===== src/rtl/radio_audio_averager.sv =====
// Averages 2^k signed audio samples and emits the mean over a stb/ack stream.
// Define AVERAGER_ROUNDING_EN for round-half-up instead of floor.
module radio_audio_averager #(
   parameter int SAMPLE_W   = 16,
   parameter int MAX_LOG2   = 8,
   parameter int RESET_LOG2 = 0
) (
   input  logic                       clk,
   input  logic                       rst,
   input  logic signed [SAMPLE_W-1:0] sample_in,
   input  logic                       sample_in_valid,
   input  logic [31:0]                input_average_samples,
   input  logic                       input_average_samples_stb,
   output logic                       input_average_samples_ack,
   output logic [31:0]                output_audio,
   output logic                       output_audio_stb,
   input  logic                       output_audio_ack,
   output logic                       overflow
);

`ifdef AVERAGER_ROUNDING_EN
   localparam int GUARD = 1;
`else
   localparam int GUARD = 0;
`endif
   localparam int AW = SAMPLE_W + MAX_LOG2 + GUARD;
   localparam int KW = $clog2(MAX_LOG2 + 1);
   localparam int CW = MAX_LOG2 + 1;

   typedef enum logic {CFG_WAIT, CFG_APPLY} cfg_state_e;

   cfg_state_e            state_q, state_d;
   logic                  ack_q, ack_d;
   logic [KW-1:0]         k_q, k_d;
   logic signed [AW-1:0]  acc_q, acc_d;
   logic [CW-1:0]         cnt_q, cnt_d;
   logic [31:0]           audio_q, audio_d;
   logic                  stb_q, stb_d;
   logic                  ovf_q, ovf_d;

   logic signed [AW-1:0]  sample_ext, sum, res;
   logic [CW-1:0]         win_last;
   logic                  done;

   function automatic logic signed [AW-1:0] avg_shift(input logic signed [AW-1:0] s,
                                                      input logic [KW-1:0] k);
`ifdef AVERAGER_ROUNDING_EN
      logic signed [AW-1:0] bias;
      bias = (k == '0) ? '0 : ({{(AW-1){1'b0}}, 1'b1} << (k - KW'(1)));
      return (s + bias) >>> k;
`else
      return s >>> k;
`endif
   endfunction

   always_comb begin
      state_d = state_q;
      k_d     = k_q;
      acc_d   = acc_q;
      cnt_d   = cnt_q;
      audio_d = audio_q;
      stb_d   = stb_q;
      ovf_d   = 1'b0;

      sample_ext = {{(AW-SAMPLE_W){sample_in[SAMPLE_W-1]}}, sample_in};
      sum        = acc_q + sample_ext;
      win_last   = (CW'(1) << k_q) - CW'(1);
      done       = sample_in_valid && (state_q == CFG_WAIT) && (cnt_q == win_last);
      res        = avg_shift(sum, k_q);

      // The completing sample is always evaluated with the k that was in force for its window.
      if (state_q == CFG_WAIT) begin
         if (sample_in_valid) begin
            if (done) begin
               acc_d = '0;
               cnt_d = '0;
            end else begin
               acc_d = sum;
               cnt_d = cnt_q + CW'(1);
            end
         end
         if (input_average_samples_stb && ack_q) begin
            k_d     = (input_average_samples > 32'(MAX_LOG2)) ? KW'(MAX_LOG2)
                                                              : input_average_samples[KW-1:0];
            state_d = CFG_APPLY;
         end
      end else begin
         acc_d   = '0;
         cnt_d   = '0;
         state_d = CFG_WAIT;
      end

      if (stb_q && !output_audio_ack) begin
         ovf_d = done;
      end else if (done) begin
         audio_d = 32'(res);
         stb_d   = 1'b1;
      end else begin
         stb_d   = 1'b0;
      end

      ack_d = (state_d == CFG_WAIT);
   end

   always_ff @(posedge clk or negedge rst) begin
      if (!rst) begin
         state_q <= CFG_WAIT;
         ack_q   <= 1'b0;
         k_q     <= KW'(RESET_LOG2);
         acc_q   <= '0;
         cnt_q   <= '0;
         audio_q <= '0;
         stb_q   <= 1'b0;
         ovf_q   <= 1'b0;
      end else begin
         state_q <= state_d;
         ack_q   <= ack_d;
         k_q     <= k_d;
         acc_q   <= acc_d;
         cnt_q   <= cnt_d;
         audio_q <= audio_d;
         stb_q   <= stb_d;
         ovf_q   <= ovf_d;
      end
   end

   assign input_average_samples_ack = ack_q;
   assign output_audio              = audio_q;
   assign output_audio_stb          = stb_q;
   assign overflow                  = ovf_q;

endmodule


===== config.mk =====
export PLATFORM = sky130hd
export DESIGN_NAME = radio_audio_averager
export DESIGN_NICKNAME = d
export VERILOG_FILES = /design/src/rtl/radio_audio_averager.sv
export SDC_FILE = /design/constraint.sdc
export NUM_CORES = 1
export LEC_CHECK = 0
export BUFFER_PORTS_ARGS = -buffer_cell sky130_fd_sc_hd__buf_2
export CORE_MARGIN = 3
export CORE_UTILIZATION = 45
export DETAILED_ROUTE_END_ITERATION = 10
export HOLD_SLACK_MARGIN = 0.1
export PLACE_DENSITY = 0.65
export SYNTH_ARGS = -nofsm -noshare
export SYNTH_HDL_FRONTEND = slang
export SYNTH_SLANG_ARGS = --single-unit

===== constraint.sdc =====
create_clock -name clk -period 5.98 [get_ports clk]
set_clock_uncertainty 0.1 [all_clocks]
set_input_delay 0 -clock clk [delete_from_list [all_inputs] [get_ports clk]]
set_output_delay 0 -clock clk [all_outputs]
set_load 0.02 [all_outputs]

==> results of run 1 <==
==> power breakdown <==
group	internal (W)	switching [W]	leakage, nW	total (W)
logic	0.000716	0.00117	2.07	0.00189
registers	0.000521	0.0000534	0.859	0.000574
clock network	0.000322	0.000215	0.146	0.000538
==> tightest hold or removal path: cells and delay by family <==
kind                       cells  cell delay, ps
AOI/OAI and AO/OA              1             100
adders and majority gates      1             210
buffers and inverters          2             200
==> per-stage QoR <==
step                      hold slack, ps  total power [W]
after global placement               129          0.00238
after CTS                            117          0.00297
after floorplan                     -396          0.00193
final                                124          0.00300
after global routing                 167          0.00319
after detailed placement             130          0.00242
==> cell usage in the layout, fill, tap and decap left out, types with 12 or more instances in the layout <==
cell	synthesis	final
xnor2_1	18	18
nand2_1	94	94
inv_1	15	15
nor2_1	48	47
nand3_1	26	26
o21ai_1	11	12
a211oi_1	12	12
dfrtp_1	65	65
buf_4	8	12
buf_2	11	87
nor3_1	24	24
mux2i_1	12	12
a21oi_1	34	34
nor4_1	14	14
a22o_1	13	13
ha_1	25	25
dlygate4sd3_1	0	16
o21ai_0	62	61
==> state kept, by name, indices dropped and copies added, names as in the netlist <==
name,count
acc_q,24
output_audio,24
cnt_q,9
k_q,4
input_average_samples_ack,1
output_audio_stb,1
overflow,1
state_q,1
==> logic make-up after synthesis <==
| family | Yosys count | share of synthesized area [%] |
|---|---|---|
| multiplexers | 30 | 7.29 |
| adder cells (fa/ha/maj) | 26 | 5.58 |
| XOR/XNOR | 24 | 3.77 |
| buffers and inverters | 69 | 5.07 |
| AO/OA/AOI/OAI | 237 | 27.4 |
| flip-flops | 65 | 27.2 |
| AND/OR/NAND/NOR | 279 | 23.6 |
==> per-layer routing <==
layer / global-route usage (%) / vias to the layer above / part of all wire [%] / wire length [microns]
li1: - / 2904 / - / -
met1: 36.1 / 2906 / 45 / 8460
met2: 41.2 / 215 / 47 / 8840
met3: 3.78 / 38 / 5.7 / 1080
met4: 9.66 / 0 / 2.6 / 495
met5: 0 / - / 0 / 0
==> final cells by class <==
type                            count  area, sq um  share of cell area [%]
Multi-Input combinational cell    596         4040                    58.4
Sequential cell                    65         1630                    23.5
Timing Repair Buffer              115          686                    9.90
Clock buffer                        9          225                    3.25
Tap cell                          172          215                    3.11
Clock inverter                      7         70.1                    1.01
Inverter                           16         60.1                   0.867
==> timing repair <==
item / in CTS / in global routing
hold buffers: 16 / 0
endpoints found under the hold margin: 74 / 0
gates resized for setup: 0 / 0
==> final timing paths <==
kind | start | endpoint | slack [ps] | cells past startpoint
max | k_q[0]$_DFFE_PN0P_ | output_audio[10]$_DFFE_PN0P_ | 2200 | 15
min | sample_in[1] | acc_q[1]$_DFFE_PN0P_ | 120 | 4
max reg2reg | k_q[0]$_DFFE_PN0P_ | output_audio[10]$_DFFE_PN0P_ | 2200 | 15
min reg2reg | output_audio[20]$_DFFE_PN0P_ | output_audio[20]$_DFFE_PN0P_ | 360 | 2
max in group asynchronous | rst | acc_q[8]$_DFFE_PN0P_ | 4930 | 3
min in group asynchronous | rst | acc_q[17]$_DFFE_PN0P_ | 270 | 3
==> results.json, run 1 <==
{
  "rsz0062_at_grt": "no",
  "diodes": 0,
  "required_ps": 6170,
  "finalInstanceArea_sq_um": 6930,
  "clk_path_buf_depth": 2,
  "tritoncts": "yes",
  "final_cells": 980,
  "drtPass1Iterations": 5,
  "core_region_area_sq_um": 12800,
  "wl_per_cell_microns": 19.3,
  "power.leakage_nw": 3.08,
  "ys_ff_latch": 65,
  "fin_util_pct": 54.2,
  "dieArea_sq_um": 14700,
  "num-fill-cells": 1206,
  "synth_edf_count": 0,
  "final_max_slew_viol_count": 0,
  "status": "finished, final reports clean",
  "path_class": "reg -> reg",
  "dpl_cell_area_sq_um": 6470,
  "place_congestion": 0.959,
  "start_kind": "flop",
  "grt-ovfl-total": 0,
  "ys_types": 88,
  "drc_errors": 0,
  "hold_path_class": "in -> reg",
  "start_util_pct": 46.7,
  "cpPeakStageDelay_ps": 460,
  "numCtsBuffers": 9,
  "clk_latency_ps": 340,
  "max_slew_margin_pct": 42.7,
  "dp_cells": 948,
  "ys_top_cells_by_count": "nand2_1, dfrtp_1, o21ai_0, nor2_1, a21oi_1",
  "portBuffers": 87,
  "yosys_warnings": 0,
  "setup_violations": 0,
  "synth_top_cell_by_area": "dfrtp_1",
  "hold_viol": 0,
  "tightest_slew_ps": 859,
  "drt-total-wl_mm": 18.9,
  "period_minus_slack_ps": 3780,
  "drive_gt1_share_pct": 19.6,
  "synth.net_count": 809,
  "vias": 6063,
  "syn-cell-area_sq_um": 5970,
  "ios": 88,
  "critPathCaptureType": "flop",
  "maxCapViolations": 0,
  "netlist.area_leader.share_pct": 27.2,
  "power.density_nw_per_um2": 433,
  "timing.final.ws_setup_ps": 2200,
  "cpMaxStageDelayCell": "dfrtp_1",
  "crit_chain": "buf_4, inv_1, nor2_1, nand2_1, ha_1, nor4_1, a21oi_1, a2bb2oi_1, xnor2_1, or3_1, nor4_1, buf_4, nand2_1, a211oi_1, or3_1",
  "antenna_found_initial": 0,
  "ir_drop_mv": 0.219,
  "async_reset_ff_share_pct": 100,
  "synthCells": 730,
  "syn_to_final_growth_pct": 16.0,
  "cts_setup_buffers": 0,
  "ant_nets": 0,
  "grt_use_total_pct": 26.0,
  "path_buf_inv": 3,
  "clock-sinks": 65,
  "yosysMostFrequentCell": "nand2_1",
  "pre_cts_ws_ps": 2230,
  "cts-root-buf": "clkbuf_16",
  "die_x_microns": 121,
  "critPathMaxFanout": 29,
  "ys_top_cells_by_area": "dfrtp_1, nand2_1, ha_1, o21ai_0, mux4_2",
  "critical-path-top-delay-family": "simple AND/OR/NAND/NOR gates",
  "dp_hpwl_mm": 13.8,
  "grt_pass1_vias": 5880,
  "crit_arrival_ps": 3970,
  "core.rowCount": 41,
  "grt_pass1_wl_mm": 30.5,
  "chipHeight_microns": 121,
  "clk_pin_slew_ps": 60,
  "fin_setup_tns_ps": 0,
  "fin_crit_sh_pct": 63.2,
  "ys_seq_area_share_pct": 27.2,
  "htreeDepth": 3,
  "grt_max_degree": 66,
  "layout.nets": 882,
  "drtIter0Drc": 577,
  "synthFlopType": "dfrtp_1",
  "syn_avg_cell_area_sq_um": 8.18,
  "fmax_mhz": 264,
  "viasPerCell": 6.19
}
Note: power is estimated with default switching activity, not from simulation.
==> run 2: changes to the inputs <==
==> constraint.sdc (replaced) <==
create_clock -name clk -period 3.95 [get_ports clk]
set_clock_uncertainty 0.1 [all_clocks]
set_input_delay 0 -clock clk [delete_from_list [all_inputs] [get_ports clk]]
set_output_delay 0 -clock clk [all_outputs]
set_load 0.02 [all_outputs]
==> run 2 against run 1 <==
Net effect:
- sequential cell count is the same
- fmax grew 0.32%
- via count grew 1.2%
- critical path type unchanged
- clock-buffer cell count grew 2
- wire length grew 4.4%
- final cell count grew 0.51%
- combinational power grew 53%
- sequential share of layout area shrank 0.19 points
- non-clock buffer count grew 5
==> results.json, run 2 (synthesized netlist as in run 1, its figures left out) <==
{
  "max_slew_margin_pct": 48.8,
  "final_common_cell": "nand2_1",
  "clk_pin_slew_ps": 60,
  "fin_crit_sh_pct": 95.4,
  "clk_latency_ps": 350,
  "ios": 88,
  "layout.nets": 887,
  "start_util_pct": 46.7,
  "internal-power_w": 0.00240,
  "status": "finished, final reports clean",
  "p_seq_share_pct": 19.0,
  "chipHeight_microns": 121,
  "power.leakage_nw": 3.10,
  "fmax_mhz": 265,
  "ant_nets": 0,
  "dp_hpwl_mm": 14.6,
  "htreeDepth": 3,
  "final_cells": 985,
  "die_x_microns": 121,
  "crit_arrival_ps": 3930,
  "grt_use_total_pct": 27.6,
  "dieArea_sq_um": 14700,
  "setup_violations": 0,
  "start_kind": "flop",
  "critPathCaptureType": "flop",
  "tightest_slew_ps": 768,
  "wl_per_cell_microns": 20.0,
  "dp_cells": 953,
  "drc_errors": 0,
  "hold_viol": 0,
  "core_region_area_sq_um": 12800,
  "cpPeakStageDelay_ps": 530,
  "syn_to_final_growth_pct": 16.9,
  "place_congestion": 0.927,
  "cpMaxStageDelayCell": "a311oi_1",
  "cts-root-buf": "clkbuf_16",
  "crit_chain": "ha_1, a21oi_1, o21ai_1, or3_1, nor3_2, o21ai_0, and3b_1, a311oi_1, a22oi_1, o211ai_1",
  "path_class": "reg -> reg",
  "p_switching_w": 0.00220,
  "grt-ovfl-total": 0,
  "core.rowCount": 41,
  "hold_path_class": "in -> async",
  "grt_max_degree": 36,
  "ir_drop_mv": 0.345,
  "power_frac_clock_pct": 18.0,
  "critPathMaxFanout": 10,
  "grt_pass1_wl_mm": 32.3,
  "antenna_found_initial": 0,
  "final_max_slew_viol_count": 0,
  "power.density_nw_per_um2": 658,
  "required_ps": 4110,
  "portBuffers": 87,
  "r2r_end": "output_audio[12]$_DFFE_PN0P_",
  "rsz0062_at_grt": "no",
  "r2r_setup_slack_ps": 180,
  "mostFrequentLayoutCells": "nand2_1, buf_2, dfrtp_1",
  "pre_cts_ws_ps": 250,
  "drtPass1Iterations": 5,
  "combPwrFrac_pct": 63.0,
  "vias": 6133,
  "grt_pass1_vias": 5986,
  "maxCapViolations": 0,
  "clock-sinks": 65,
  "viasPerCell": 6.23,
  "drive_gt1_share_pct": 20.2,
  "period_minus_slack_ps": 3770,
  "drt-total-wl_mm": 19.7,
  "tritoncts": "yes",
  "clk_path_buf_depth": 2,
  "drtIter0Drc": 548,
  "reg2reg_from": "acc_q[14]$_DFFE_PN0P_",
  "swShare_pct": 47.8,
  "fin_setup_tns_ps": 0,
  "numCtsBuffers": 9,
  "diodes": 0,
  "timing.final.ws_setup_ps": 181,
  "r2r_cells": 10
}
==> run 2: cell types whose count changed in the layout (fill, tap and decap cells not counted) <==
cell,change
a211oi_2,+2
clkbuf_8,+1
clkinv_4,-1
clkinv_2,-1
buf_4,+5
a211oi_1,-2
nor2_4,+1
clkinvlp_4,+1
clkbuf_1,+1
nor2_2,-1
inv_6,-1
==> run 2: what timing repair did <==
item / in CTS / in global routing
endpoints found under the setup margin: 0 / 3
hold buffers: 16 / 0
buffers inserted: 0 / 0
hold endpoints to repair: 42 / 0
resized for setup: 0 / 3
==> run 2: routing by layer <==
layer | GRT usage, % | routed length (microns)
met4 | 7.98 | 412
met3 | 5.73 | 1130
met5 | 0 | 0
met2 | 44.6 | 9400
met1 | 37.3 | 8760
==> run 2: final cells by class <==
| cell class | instances | area, sq um |
|---|---|---|
| clock buffers | 11 | 243 |
| clock inverters | 5 | 55.1 |
| fillers | 1222 | 5790 |
| inverters | 16 | 60.1 |
| multi-input cells | 596 | 4060 |
| flip-flops and latches | 65 | 1630 |
| well taps | 172 | 215 |
| repair buffers | 120 | 723 |
==> run 2: power by group through the flow <==
stage | combinational [W] | clock, W | sequential, W
3_5_place_dp | 0.00281 | 0 | 0.000884
4_1_cts | 0.00284 | 0.000838 | 0.000875
3_3_place_gp | 0.00279 | 0 | 0.000877
6_report | 0.00289 | 0.000826 | 0.000874
2_1_floorplan | 0.00206 | 0 | 0.000861
5_1_grt | 0.00317 | 0.000865 | 0.000890
==> run 2: critical path: cells and delay by family (launching register included) <==
kind                     cells  cell delay [ps]
flip-flops                   1              400
adder cells (fa/ha/maj)      1              410
AND/OR/NAND/NOR              3             1020
AO/OA/AOI/OAI                6             1740
==> run 2: per-stage QoR <==
| stage | total power (W) | cell area, sq um | util, % | hold WS (ps) |
|---|---|---|---|---|
| 2_1_floorplan | 0.00292 | 5970 | - | -396 |
| 5_1_grt | 0.00493 | 6980 | 54.6 | 245 |
| 3_3_place_gp | 0.00366 | 6510 | 50.9 | 10.0 |
| 6_report | 0.00460 | 6980 | 54.6 | 150 |
| 3_5_place_dp | 0.00370 | 6510 | 50.9 | 16.2 |
| 4_1_cts | 0.00455 | 6970 | 54.5 | 176 |
==> run 2: how the worst max path moves through the flow <==
stage                                startpoint                      endpoint  slack, ps  depth (start not counted)
final                     acc_q[14]$_DFFE_PN0P_  output_audio[12]$_DFFE_PN0P_        180                         10
after global placement     acc_q[0]$_DFFE_PN0P_  output_audio[10]$_DFFE_PN0P_        220                         12
after floorplan              k_q[0]$_DFFE_PN0P_  output_audio[11]$_DFFE_PN0P_        330                         17
after detailed placement   acc_q[0]$_DFFE_PN0P_  output_audio[10]$_DFFE_PN0P_        250                         12
after global routing         k_q[3]$_DFFE_PN0P_  output_audio[11]$_DFFE_PN0P_         30                         13
after CTS                  acc_q[0]$_DFFE_PN0P_  output_audio[18]$_DFFE_PN0P_        240                         12
